**config.mk**
```make
export PLATFORM = sky130hd
export DESIGN_NAME = la_capture_ctrl
export DESIGN_NICKNAME = d
export VERILOG_FILES = /design/src/rtl/la_pkg.sv /design/src/rtl/la_rate_div.sv /design/src/rtl/la_capture_ctrl.sv
export SDC_FILE = /design/constraint.sdc
export NUM_CORES = 1
export LEC_CHECK = 0
export CAP_MARGIN = 20
export CORE_MARGIN = 10
export CORE_UTILIZATION = 55
export DETAILED_ROUTE_END_ITERATION = 7
export PLACE_DENSITY = 0.79
export SLEW_MARGIN = 40
export SYNTH_ARGS = -nofsm -noshare
export SYNTH_HDL_FRONTEND = slang
export SYNTH_SLANG_ARGS = --single-unit
```
**constraint.sdc**
```tcl
create_clock -name clk -period 3.28 [get_ports clk]
set_input_delay 0.82 -clock clk [delete_from_list [all_inputs] [get_ports clk]]
set_output_delay 0.82 -clock clk [all_outputs]
set_load 0.01 [all_outputs]
```
**src/rtl/la_pkg.sv**
```systemverilog
// Shared encodings for the logic-analyser capture path: FSM states, one-hot sample
// modes and trigger polarity codes.
package la_pkg;

   typedef enum logic [2:0] {
      ST_IDLE    = 3'd0,
      ST_PRETRIG = 3'd1,
      ST_ARMED   = 3'd2,
      ST_POST    = 3'd3,
      ST_DONE    = 3'd4
   } la_state_t;

   localparam logic [2:0] MODE1 = 3'b001;
   localparam logic [2:0] MODE2 = 3'b010;
   localparam logic [2:0] MODE3 = 3'b100;

   localparam logic POS_TRI = 1'b1;
   localparam logic NEG_TRI = 1'b0;

endpackage

```
**src/rtl/la_rate_div.sv**
```systemverilog
// Sample-rate divider: one-hot mode -> divisor, single-cycle tick at the end of
// each period; restarts whenever the mode changes.
module la_rate_div
   import la_pkg::*;
#(
   parameter int DIV_M1 = 1,
   parameter int DIV_M2 = 25,
   parameter int DIV_M3 = 250
) (
   input  logic       clk,
   input  logic       rst,
   input  logic [2:0] sampling_mode,
   output logic       tick,
   output logic       mode_valid,
   output logic       mode_chg
);

   localparam int DMAX  = (DIV_M1 > DIV_M2) ? ((DIV_M1 > DIV_M3) ? DIV_M1 : DIV_M3)
                                            : ((DIV_M2 > DIV_M3) ? DIV_M2 : DIV_M3);
   localparam int CNT_W = (DMAX > 1) ? $clog2(DMAX) : 1;

   logic [CNT_W-1:0] cnt;
   logic [CNT_W-1:0] last;
   logic [2:0]       mode_q;

   always_comb begin
      last       = '0;
      mode_valid = 1'b1;
      case (sampling_mode)
         MODE1:   last = CNT_W'(DIV_M1 - 1);
         MODE2:   last = CNT_W'(DIV_M2 - 1);
         MODE3:   last = CNT_W'(DIV_M3 - 1);
         default: mode_valid = 1'b0;
      endcase
   end

   assign mode_chg = (sampling_mode != mode_q);
   assign tick     = mode_valid && !mode_chg && (cnt == last);

   always_ff @(posedge clk) begin
      if (rst) begin
         cnt    <= '0;
         mode_q <= '0;
      end else begin
         mode_q <= sampling_mode;
         if (!mode_valid || mode_chg || cnt == last) cnt <= '0;
         else                                       cnt <= cnt + 1'b1;
      end
   end

endmodule

```
**src/rtl/la_capture_ctrl.sv**
```systemverilog
// Capture sequencer: synchronises probes/trigger, detects the trigger edge and
// fills the circular sample RAM around it, reporting where readout starts.
module la_capture_ctrl
   import la_pkg::*;
#(
   parameter int DEPTH    = 512,
   parameter int PRE_TRIG = 64,
   parameter int DIV_M1   = 1,
   parameter int DIV_M2   = 25,
   parameter int DIV_M3   = 250,
   localparam int ADDR_W  = $clog2(DEPTH)
) (
   input  logic              clk,
   input  logic              rst,
   input  logic [3:0]        signal,
   input  logic              trigger,
   input  logic              tri_mode,
   input  logic [2:0]        sampling_mode,
   input  logic              sampling_clr_n,
   output logic              wr_en,
   output logic [ADDR_W-1:0] wr_addr,
   output logic [3:0]        wr_data,
   output logic [ADDR_W-1:0] trig_addr,
   output logic [ADDR_W-1:0] start_addr,
   output logic              busy,
   output logic              done
);

   localparam int                POST_N    = DEPTH - PRE_TRIG;
   localparam logic [ADDR_W-1:0] PRE_A     = ADDR_W'(PRE_TRIG);
   localparam logic [ADDR_W-1:0] PRE_LAST  = ADDR_W'(PRE_TRIG - 1);
   localparam logic [ADDR_W:0]   POST_LAST = (ADDR_W+1)'(POST_N - 1);

   la_state_t         state, state_nxt;
   logic [3:0]        sig_s1, sig_s2;
   logic              trg_s1, trg_s2, trg_prev;
   logic              tick, mode_valid, mode_chg;
   logic [ADDR_W-1:0] ptr, pre_cnt;
   logic [ADDR_W:0]   post_cnt;
   logic              edge_lat, edge_now;
   logic              do_wr, restart, clear, trig_hit, edge_set;

   la_rate_div #(.DIV_M1(DIV_M1), .DIV_M2(DIV_M2), .DIV_M3(DIV_M3)) u_div (
      .clk           (clk),
      .rst           (rst),
      .sampling_mode (sampling_mode),
      .tick          (tick),
      .mode_valid    (mode_valid),
      .mode_chg      (mode_chg)
   );

   // Edge is taken purely from the trigger history, so flipping tri_mode alone is silent.
   assign edge_now = tri_mode ? (trg_s2 & ~trg_prev) : (~trg_s2 & trg_prev);
   assign busy     = (state == ST_PRETRIG) || (state == ST_ARMED) || (state == ST_POST);
   assign done     = (state == ST_DONE);

   always_ff @(posedge clk) begin
      if (rst) begin
         sig_s1 <= '0; sig_s2 <= '0;
         trg_s1 <= 1'b0; trg_s2 <= 1'b0; trg_prev <= 1'b0;
         state  <= ST_IDLE;
      end else begin
         sig_s1 <= signal;  sig_s2 <= sig_s1;
         trg_s1 <= trigger; trg_s2 <= trg_s1; trg_prev <= trg_s2;
         state  <= state_nxt;
      end
   end

   always_comb begin
      state_nxt = state;
      do_wr     = 1'b0;
      restart   = 1'b0;
      clear     = 1'b0;
      trig_hit  = 1'b0;
      edge_set  = 1'b0;
      if (!sampling_clr_n) begin
         state_nxt = ST_IDLE;
         clear     = 1'b1;
      end else if (!mode_valid) begin
         state_nxt = ST_IDLE;
      end else if (mode_chg && busy) begin
         state_nxt = ST_PRETRIG;
         restart   = 1'b1;
      end else begin
         case (state)
            ST_IDLE: begin
               state_nxt = ST_PRETRIG;
               restart   = 1'b1;
            end
            ST_PRETRIG: if (tick) begin
               do_wr = 1'b1;
               if (pre_cnt == PRE_LAST) state_nxt = ST_ARMED;
            end
            ST_ARMED: begin
               if (tick) begin
                  do_wr = 1'b1;
                  if (edge_lat || edge_now) begin
                     trig_hit  = 1'b1;
                     state_nxt = (POST_N == 1) ? ST_DONE : ST_POST;
                  end
               end else if (edge_now) begin
                  edge_set = 1'b1;
               end
            end
            ST_POST: if (tick) begin
               do_wr = 1'b1;
               if (post_cnt == POST_LAST) state_nxt = ST_DONE;
            end
            ST_DONE: ;
            default: state_nxt = ST_IDLE;
         endcase
      end
   end

   always_ff @(posedge clk) begin
      if (rst) begin
         wr_en      <= 1'b0;
         wr_addr    <= '0;
         wr_data    <= '0;
         trig_addr  <= '0;
         start_addr <= '0;
         ptr        <= '0;
         pre_cnt    <= '0;
         post_cnt   <= '0;
         edge_lat   <= 1'b0;
      end else begin
         wr_en <= do_wr;
         if (clear) begin
            ptr        <= '0;
            edge_lat   <= 1'b0;
            trig_addr  <= '0;
            start_addr <= '0;
         end
         if (restart) begin
            ptr      <= '0;
            pre_cnt  <= '0;
            edge_lat <= 1'b0;
         end
         if (do_wr) begin
            wr_addr <= ptr;
            wr_data <= sig_s2;
            ptr     <= ptr + 1'b1;
            if (state == ST_PRETRIG) pre_cnt  <= pre_cnt + 1'b1;
            if (state == ST_POST)    post_cnt <= post_cnt + 1'b1;
         end
         if (edge_set) edge_lat <= 1'b1;
         if (trig_hit) begin
            trig_addr  <= ptr;
            start_addr <= ptr - PRE_A;
            post_cnt   <= (ADDR_W+1)'(1);
            edge_lat   <= 1'b0;
         end
      end
   end

endmodule

```
==> out/summary.txt, run 1 <==
============================================================================
Outcome                                                         finished, final reports clean
Worst-case vdd ir drop                                              0.316 mV
Worst setup startpoint                                          sampling_mode[1]
Gpl congestion                                                         0.918
Final core utilization                                                 68.3%
Biggest fanout along the worst timing path                                12
Number of cells upsized or downsized after cts                             0
First-iteration detailed-routing DRC count                               168
Total cell area at the placement stage                             4150 um^2
Sw Ratio                                                               25.5%
Total number of vias                                                    2863
CP endpoint                                                         state[0]
Number of post-CTS setup repair buffers                                    0
Area occupied by multi-input gates                                 1850 um^2
F_max                                                                351 MHz
Minimum period implied by the final worst setup slack                2.85 ns
Number of flops mapped to enable cells by yosys                            0
Die span in x                                                         101 um
Share of synthesized area occupied by flip-flops and latches           44.5%
Worst slew margin                                                      60.0%
Reg clk slew, reported paths                                         0.09 ns
Peak per-stage delay on the critical path                            0.53 ns
Fraction of power consumed by the clock network                        38.9%
Post-detailed-route wirelength per cell                              14.2 um
Category of the worst setup path launch point                     input port
Avg Inst Size Synth                                                9.11 um^2
Int Pwr                                                              1.33 mW
Final-report max-slew violation count                                      0
Number of instances in the synthesized netlist                           395
Static Leak                                                          1.61 nW
Number of design rule violations left after detail routing                 0
Crit. End Element                                                   register
Worst path setup slack after routing                                0.430 ns
Flop and latch count out of synthesis                                     80
Period Utilization, post-route                                         86.9%
Cell area power density                                          411 nW/um^2
Number of setup violations in the final report                             0
Hold-fix buffers at CTS                                                    0
Number of nets at the end of the flow                                    462
Number of antenna cells inserted                                           0
Global Route Usage Sum                                                 14.9%
Fin cells                                                                526
Main flop type after synthesis                                  sky130_fd_sc_hd__dfxtp_1
Core Rows                                                                 29
Initial antenna violation count                                            0
Post-layout power                                                    1.78 mW
Die Height                                                            101 um
Number of CTS-inserted buffers                                             9
Placeable core region                                              6350 um^2
Final standard cell area without fillers                           4340 um^2
Count of clock tree sinks                                                 80
Cell count of the worst reg-to-reg path                                    7
Average via count per standard cell                                     5.44
Accumulated negative setup slack                                        0 ns
Final antenna-violating net count                                          0
Worst slack, placed                                                0.0895 ns
Detailed placement HPWL                                              5450 um
Worst skew pair latency                                              0.36 ns
Sequential cell area                                               1600 um^2
Post-synthesis instance area                                       3600 um^2
Global-route wire length before repair                              12500 um
Worst-case hold slack                                               0.444 ns
Layout cells sized above 1                                             9.35%
Via count of the first global-routing pass                              2661
Number of buffers on the longest clock path                                2
Max_cap viols                                                              0
Length of the first detailed-routing pass in iterations                    4
Worst min-delay path class                                      register to register
Tightest Pin Transition                                             0.594 ns
Maximum number of pins on one net before global-route repair              40
Arrival time at the worst endpoint                                   3.13 ns
Critical Path, Cell by Cell                                     clkdlybuf4s50_1 > nor3b_2 > mux2i_4 > o211ai_4 > buf_4 > nor2_1 > o311ai_0 > a311oi_1
Flop2flop setup slack                                                0.96 ns
FF-to-FF End                                                        state[0]
RR Startpoint                                                   u_div.cnt[0]
TritonCTS clock tree                                                    done
Psw                                                                 0.455 mW
IO Count                                                                  46
Final hold viol count                                                      0
Area growth from synthesis to final layout                             20.5%
Distinct cell type count after synthesis                                  61
Unrepaired setup endpoints after global routing                        false
Initial Util                                                           56.7%
Number of fillers in the final layout                                    515
Wire length after detailed routing                                   7490 um
IO Port Bufs                                                              45
Root buf cell                                                   sky130_fd_sc_hd__clkbuf_8
Worst clock skew on the final layout                              0.00871 ns
YS warnings                                                                0
Worst path required time                                             3.56 ns
Net Count, Synth                                                         413
Type of the worst setup path                                    input port to register
Slowest library cell on the worst path                          sky130_fd_sc_hd__clkdlybuf4s50_1
Total Die Area                                                    10200 um^2
Total grt overflow                                                         0
Combinational Power Share                                               6.1%
CTS H-Tree Depth                                                           3
Share of synthesized registers carrying an async set or reset             0%
Proportion of power drawn by flip-flops and latches                    55.1%
Placed insts                                                             510
============================================================================
-- power groups by stage --
stage                     Sequential (mW)  Combinational [mW]  Clock, mW
after floorplan                      1.00              0.0674          0
after detailed placement             1.01               0.107          0
after global placement               1.01               0.104          0
after global routing                0.984               0.117      0.750
final                               0.983               0.108      0.693
after CTS                           0.983               0.108      0.707
-- synth_stat cells (4+ instances only) --
| cell | instances | area, um^2 |
|---|---|---|
| sky130_fd_sc_hd__nand2b_1 | 4 | 25.0 |
| sky130_fd_sc_hd__nand3_1 | 22 | 110 |
| sky130_fd_sc_hd__ha_1 | 6 | 75.1 |
| sky130_fd_sc_hd__nor3_1 | 10 | 50.1 |
| sky130_fd_sc_hd__clkbuf_1 | 10 | 37.5 |
| sky130_fd_sc_hd__dfxtp_1 | 80 | 1600 |
| sky130_fd_sc_hd__buf_4 | 7 | 52.6 |
| sky130_fd_sc_hd__o21a_1 | 4 | 30.0 |
| sky130_fd_sc_hd__o21ai_0 | 11 | 55.1 |
| sky130_fd_sc_hd__a21oi_1 | 8 | 40.0 |
| sky130_fd_sc_hd__nor2_1 | 59 | 221 |
| sky130_fd_sc_hd__nor4_1 | 6 | 37.5 |
| sky130_fd_sc_hd__nor2b_1 | 18 | 113 |
| sky130_fd_sc_hd__mux2i_1 | 24 | 240 |
| sky130_fd_sc_hd__nand2_1 | 23 | 86.3 |
| sky130_fd_sc_hd__nand4_1 | 5 | 31.3 |
| sky130_fd_sc_hd__xnor2_1 | 11 | 96.3 |
| sky130_fd_sc_hd__inv_1 | 10 | 37.5 |
| sky130_fd_sc_hd__and3_1 | 6 | 37.5 |
| sky130_fd_sc_hd__xor2_1 | 11 | 96.3 |
-- cells in the final DEF, fill, tap and decap left out, drive strengths merged, types with 5 or more instances in the layout --
master	synthesis	layout
nand2	24	24
nor3	11	11
nand4	5	5
buf	11	14
mux2i	25	25
o21ai	11	11
inv	10	13
and3	6	6
nand3	22	22
nor2	59	59
ha	6	6
nor2b	18	18
xnor2	11	11
a21oi	9	9
clkdlybuf4s50	0	45
dfxtp	80	80
clkbuf	10	10
xor2	11	11
nor4	7	7
-- layer usage --
metal | share of wire [%] | wire, um | GRT usage (%) | vias up
met5 | 0 | 0 | 0 | -
met2 | 46 | 3420 | 23.3 | 74
met1 | 47 | 3510 | 18.5 | 1308
met3 | 6.4 | 481 | 4.94 | 6
li1 | - | - | - | 1475
met4 | 1.0 | 77 | 5.89 | 0
-- cell families after synthesis --
kind of cell	share of synthesized area (%)
simple gates	24.9
flops	44.5
compound gates	11.3
buf+inv	4.24
mux	7.61
xor+xnor	5.35
fa+ha+maj	2.09
-- critical path, delay by kind of cell --
kind	cells	cell delay (ns)
buf+inv	2	0.75
compound gates	3	0.63
simple gates	2	0.59
mux	1	0.32
-- how the worst min path moves through the flow --
stage	from	end	slack, ns	depth (start not counted)
floorplan	sig_s1[0]	sig_s2[0]	0.41	1
global route	sig_s1[0]	sig_s2[0]	0.46	1
detailed placement	sig_s1[1]	sig_s2[1]	0.43	1
finish	sig_s1[0]	sig_s2[0]	0.44	1
CTS	sig_s1[0]	sig_s2[0]	0.45	1
global placement	sig_s1[3]	sig_s2[3]	0.42	1
-- sequential cells by signal, summed over array words and instances, names as in the netlist --
signal        count
edge_lat          1
post_cnt         10
pre_cnt           9
ptr               9
sig_s1            4
sig_s2            4
start_addr        3
state             3
trg_prev          1
trg_s1            1
trg_s2            1
trig_addr         9
u_div.cnt         8
u_div.mode_q      3
wr_addr           9
wr_data           4
wr_en             1
-- area by class of cell --
cell class | count | share of cell area (%)
repair buffers | 59 | 13.1
flip-flops and latches | 80 | 36.9
clock inverters | 6 | 1.15
clock buffers | 10 | 3.17
inverters | 10 | 0.866
well taps | 77 | 2.22
multi-input cells | 284 | 42.6
No activity file was read; power rests on OpenSTA's default activity.
==> inputs of run 2 (changes only) <==
--- a/config.mk
+++ b/config.mk
@@ -7,9 +7,8 @@
 export LEC_CHECK = 0
 export CAP_MARGIN = 20
 export CORE_MARGIN = 10
-export CORE_UTILIZATION = 55
+export CORE_UTILIZATION = 40
 export DETAILED_ROUTE_END_ITERATION = 7
-export PLACE_DENSITY = 0.79
 export SLEW_MARGIN = 40
 export SYNTH_ARGS = -nofsm -noshare
 export SYNTH_HDL_FRONTEND = slang
==> out/summary.txt, run 2 (synthesis gave the netlist of run 1 again) <==
===========================================================================
Tightest Pin Transition                                            0.655 ns   was 0.594 ns
Root buf cell                                                  sky130_fd_sc_hd__clkbuf_8   unchanged
Fin cells                                                               560   was 526
Unrepaired setup endpoints after global routing                       false   unchanged
Type of the worst setup path                                   register to primary output   was input port to register
Accumulated negative setup slack                                       0 ns   unchanged
Worst-case hold slack                                              0.428 ns   was 0.444 ns
Slowest library cell on the worst path                         sky130_fd_sc_hd__o21ai_0   was sky130_fd_sc_hd__clkdlybuf4s50_1
Count of clock tree sinks                                                80   unchanged
Die Height                                                           115 um   was 101 um
Maximum number of pins on one net before global-route repair             40   unchanged
Category of the worst setup path launch point                      register   was input port
Placed insts                                                            544   was 510
Total Die Area                                                   13200 um^2   was 10200 um^2
Hold-fix buffers at CTS                                                   0   unchanged
Gpl congestion                                                        0.789   was 0.918
Max FFs per register                                                     10   unchanged
Number of cells upsized or downsized after cts                            0   unchanged
Number of setup violations in the final report                            0   unchanged
Area occupied by multi-input gates                                1850 um^2   unchanged
Global-route wire length before repair                             13500 um   was 12500 um
Layout cells sized above 1                                            9.73%   was 9.35%
Die span in x                                                        115 um   was 101 um
Combinational Power Share                                              6.0%   was 6.1%
Number of antenna cells inserted                                          0   unchanged
Cell area power density                                         412 nW/um^2   was 411 nW/um^2
Hold_sp                                                           sig_s1[2]   was sig_s1[0]
IO Port Bufs                                                             45   unchanged
RR Startpoint                                                  u_div.cnt[0]   unchanged
Period Utilization, post-route                                        87.8%   was 86.9%
Largest register by flop count                                     post_cnt   unchanged
Buffers plus inverters on the worst setup path                            2   unchanged
Static Leak                                                         1.62 nW   was 1.61 nW
Final-report max-slew violation count                                     0   unchanged
Worst skew pair latency                                             0.35 ns   was 0.36 ns
Core Rows                                                                34   was 29
Initial antenna violation count                                           0   unchanged
Commonest non-fill, non-tap cell in the layout                 sky130_fd_sc_hd__dfxtp_1   unchanged
Flop2flop setup slack                                               0.96 ns   about the same
Worst path top cell family by delay                            buffers and inverters   unchanged
IO Count                                                                 46   unchanged
Final hold viol count                                                     0   unchanged
Sequential cell area                                              1600 um^2   unchanged
Fraction of power consumed by the clock network                       40.0%   was 38.9%
Arrival time at the worst endpoint                                  2.06 ns   was 3.13 ns
Outcome                                                        finished, final reports clean   unchanged
Number of fillers in the final layout                                   834   was 515
Hold Crit Depth                                                           1   unchanged
Wire length after detailed routing                                  7950 um   was 7490 um
Sw Ratio                                                              24.1%   was 25.5%
TritonCTS clock tree                                                   done   unchanged
CTS H-Tree Depth                                                          3   unchanged
Number of CTS-inserted buffers                                            9   unchanged
Total number of vias                                                   2893   was 2863
Number of design rule violations left after detail routing                0   unchanged
Area growth from synthesis to final layout                            22.4%   was 20.5%
Length of the first detailed-routing pass in iterations                   4   unchanged
Worst clock skew on the final layout                              0.0109 ns   was 0.00871 ns
Cell count of the worst reg-to-reg path                                   6   was 7
Post-detailed-route wirelength per cell                             14.2 um   about the same
Via count of the first global-routing pass                             2882   was 2661
F_max                                                               347 MHz   was 351 MHz
Final antenna-violating net count                                         0   unchanged
Int Pwr                                                             1.38 mW   was 1.33 mW
Initial Util                                                          41.3%   was 56.7%
Minimum period implied by the final worst setup slack               2.88 ns   was 2.85 ns
Average via count per standard cell                                    5.17   was 5.44
Number of nets at the end of the flow                                   465   was 462
Worst min-delay path class                                     register to register   unchanged
First-iteration detailed-routing DRC count                              145   was 168
Peak per-stage delay on the critical path                           0.58 ns   was 0.53 ns
Global Route Usage Sum                                                12.4%   was 14.9%
Worst slew margin                                                     55.9%   was 60.0%
Proportion of power drawn by flip-flops and latches                   54.1%   was 55.1%
Terminating pin of the worst hold path                            sig_s2[2]   was sig_s2[0]
Max_cap viols                                                             0   unchanged
Reg clk slew, reported paths                                        0.09 ns   about the same
Total grt overflow                                                        0   unchanged
Highest-count cells in the layout ignoring fill and taps       sky130_fd_sc_hd__dfxtp_1, sky130_fd_sc_hd__nor2_1, sky130_fd_sc_hd__clkdlybuf4s50_1   unchanged
Number of buffers on the longest clock path                               2   unchanged
Detailed placement HPWL                                             5840 um   was 5450 um
Worst path required time                                            2.46 ns   was 3.56 ns
Number of post-CTS setup repair buffers                                   0   unchanged
Worst-case vdd ir drop                                             0.358 mV   was 0.316 mV
FF-to-FF End                                                         ptr[8]   was state[0]
Psw                                                                0.437 mW   was 0.455 mW
Crit. End Element                                              primary output   was register
Biggest fanout along the worst timing path                               11   was 12
Critical Path, Cell by Cell                                    o21ai_0 > inv_1 > clkdlybuf4s50_1   was clkdlybuf4s50_1 > nor3b_2 > mux2i_4 > o211ai_4 > buf_4 > nor2_1 > o311ai_0 > a311oi_1
Placeable core region                                             8720 um^2   was 6350 um^2
===========================================================================
## run 2: changes by cell type in the layout (fill, tap and decap cells not counted), sizes merged
cell | previous run | this run
buf | 14 | 17
bufinv | 0 | 1
clkinv | 1 | 2
inv | 13 | 11
## run 2: power by group through the flow
stage / sequential (mW) / clock, mW / combinational (mW)
floorplan: 1.00 / 0 / 0.0674
global placement: 1.01 / 0 / 0.108
detailed placement: 1.01 / 0 / 0.109
CTS: 0.983 / 0.750 / 0.110
global route: 0.984 / 0.787 / 0.120
finish: 0.982 / 0.726 / 0.109
## run 2: how the worst max path moves through the flow
stage / start / endpoint / cells after the start
finish: state[1] / busy / 3
global route: sampling_mode[1] / ptr[7] / 8
CTS: state[1] / busy / 3
detailed placement: sampling_mode[1] / ptr[5] / 7
global placement: sampling_mode[1] / ptr[7] / 8
floorplan: sampling_mode[0] / wr_addr[0] / 8
## run 2: area by class of cell
cell class                 count  share of cell area [%]
clock buffer                  10                    2.90
clock inverter                 6                    1.53
inverter                      10                   0.852
multi-input combinational    284                    41.9
sequential                    80                    36.4
tap                          108                    3.07
timing repair buffer          62                    13.4
## run 2: per-layer routing
| layer | GRT usage, % | routed length, um | up-vias |
|---|---|---|---|
| li1 | - | - | 1477 |
| met1 | 15.2 | 3750 | 1357 |
| met2 | 19.9 | 3650 | 51 |
| met3 | 4.17 | 443 | 8 |
| met4 | 4.46 | 112 | 0 |
| met5 | 0 | 0 | - |
## run 2: through the flow
step | worst slack (ns) | power, mW | util [%] | instance area (um^2)
2_1_floorplan | 0.577 | 1.07 | - | 3600
6_report | 0.400 | 1.82 | 50.5 | 4410
4_1_cts | 0.331 | 1.84 | 50.5 | 4410
3_3_place_gp | 0.120 | 1.11 | 48.3 | 4210
5_1_grt | 0.210 | 1.89 | 50.5 | 4410
3_5_place_dp | 0.0457 | 1.11 | 48.3 | 4210
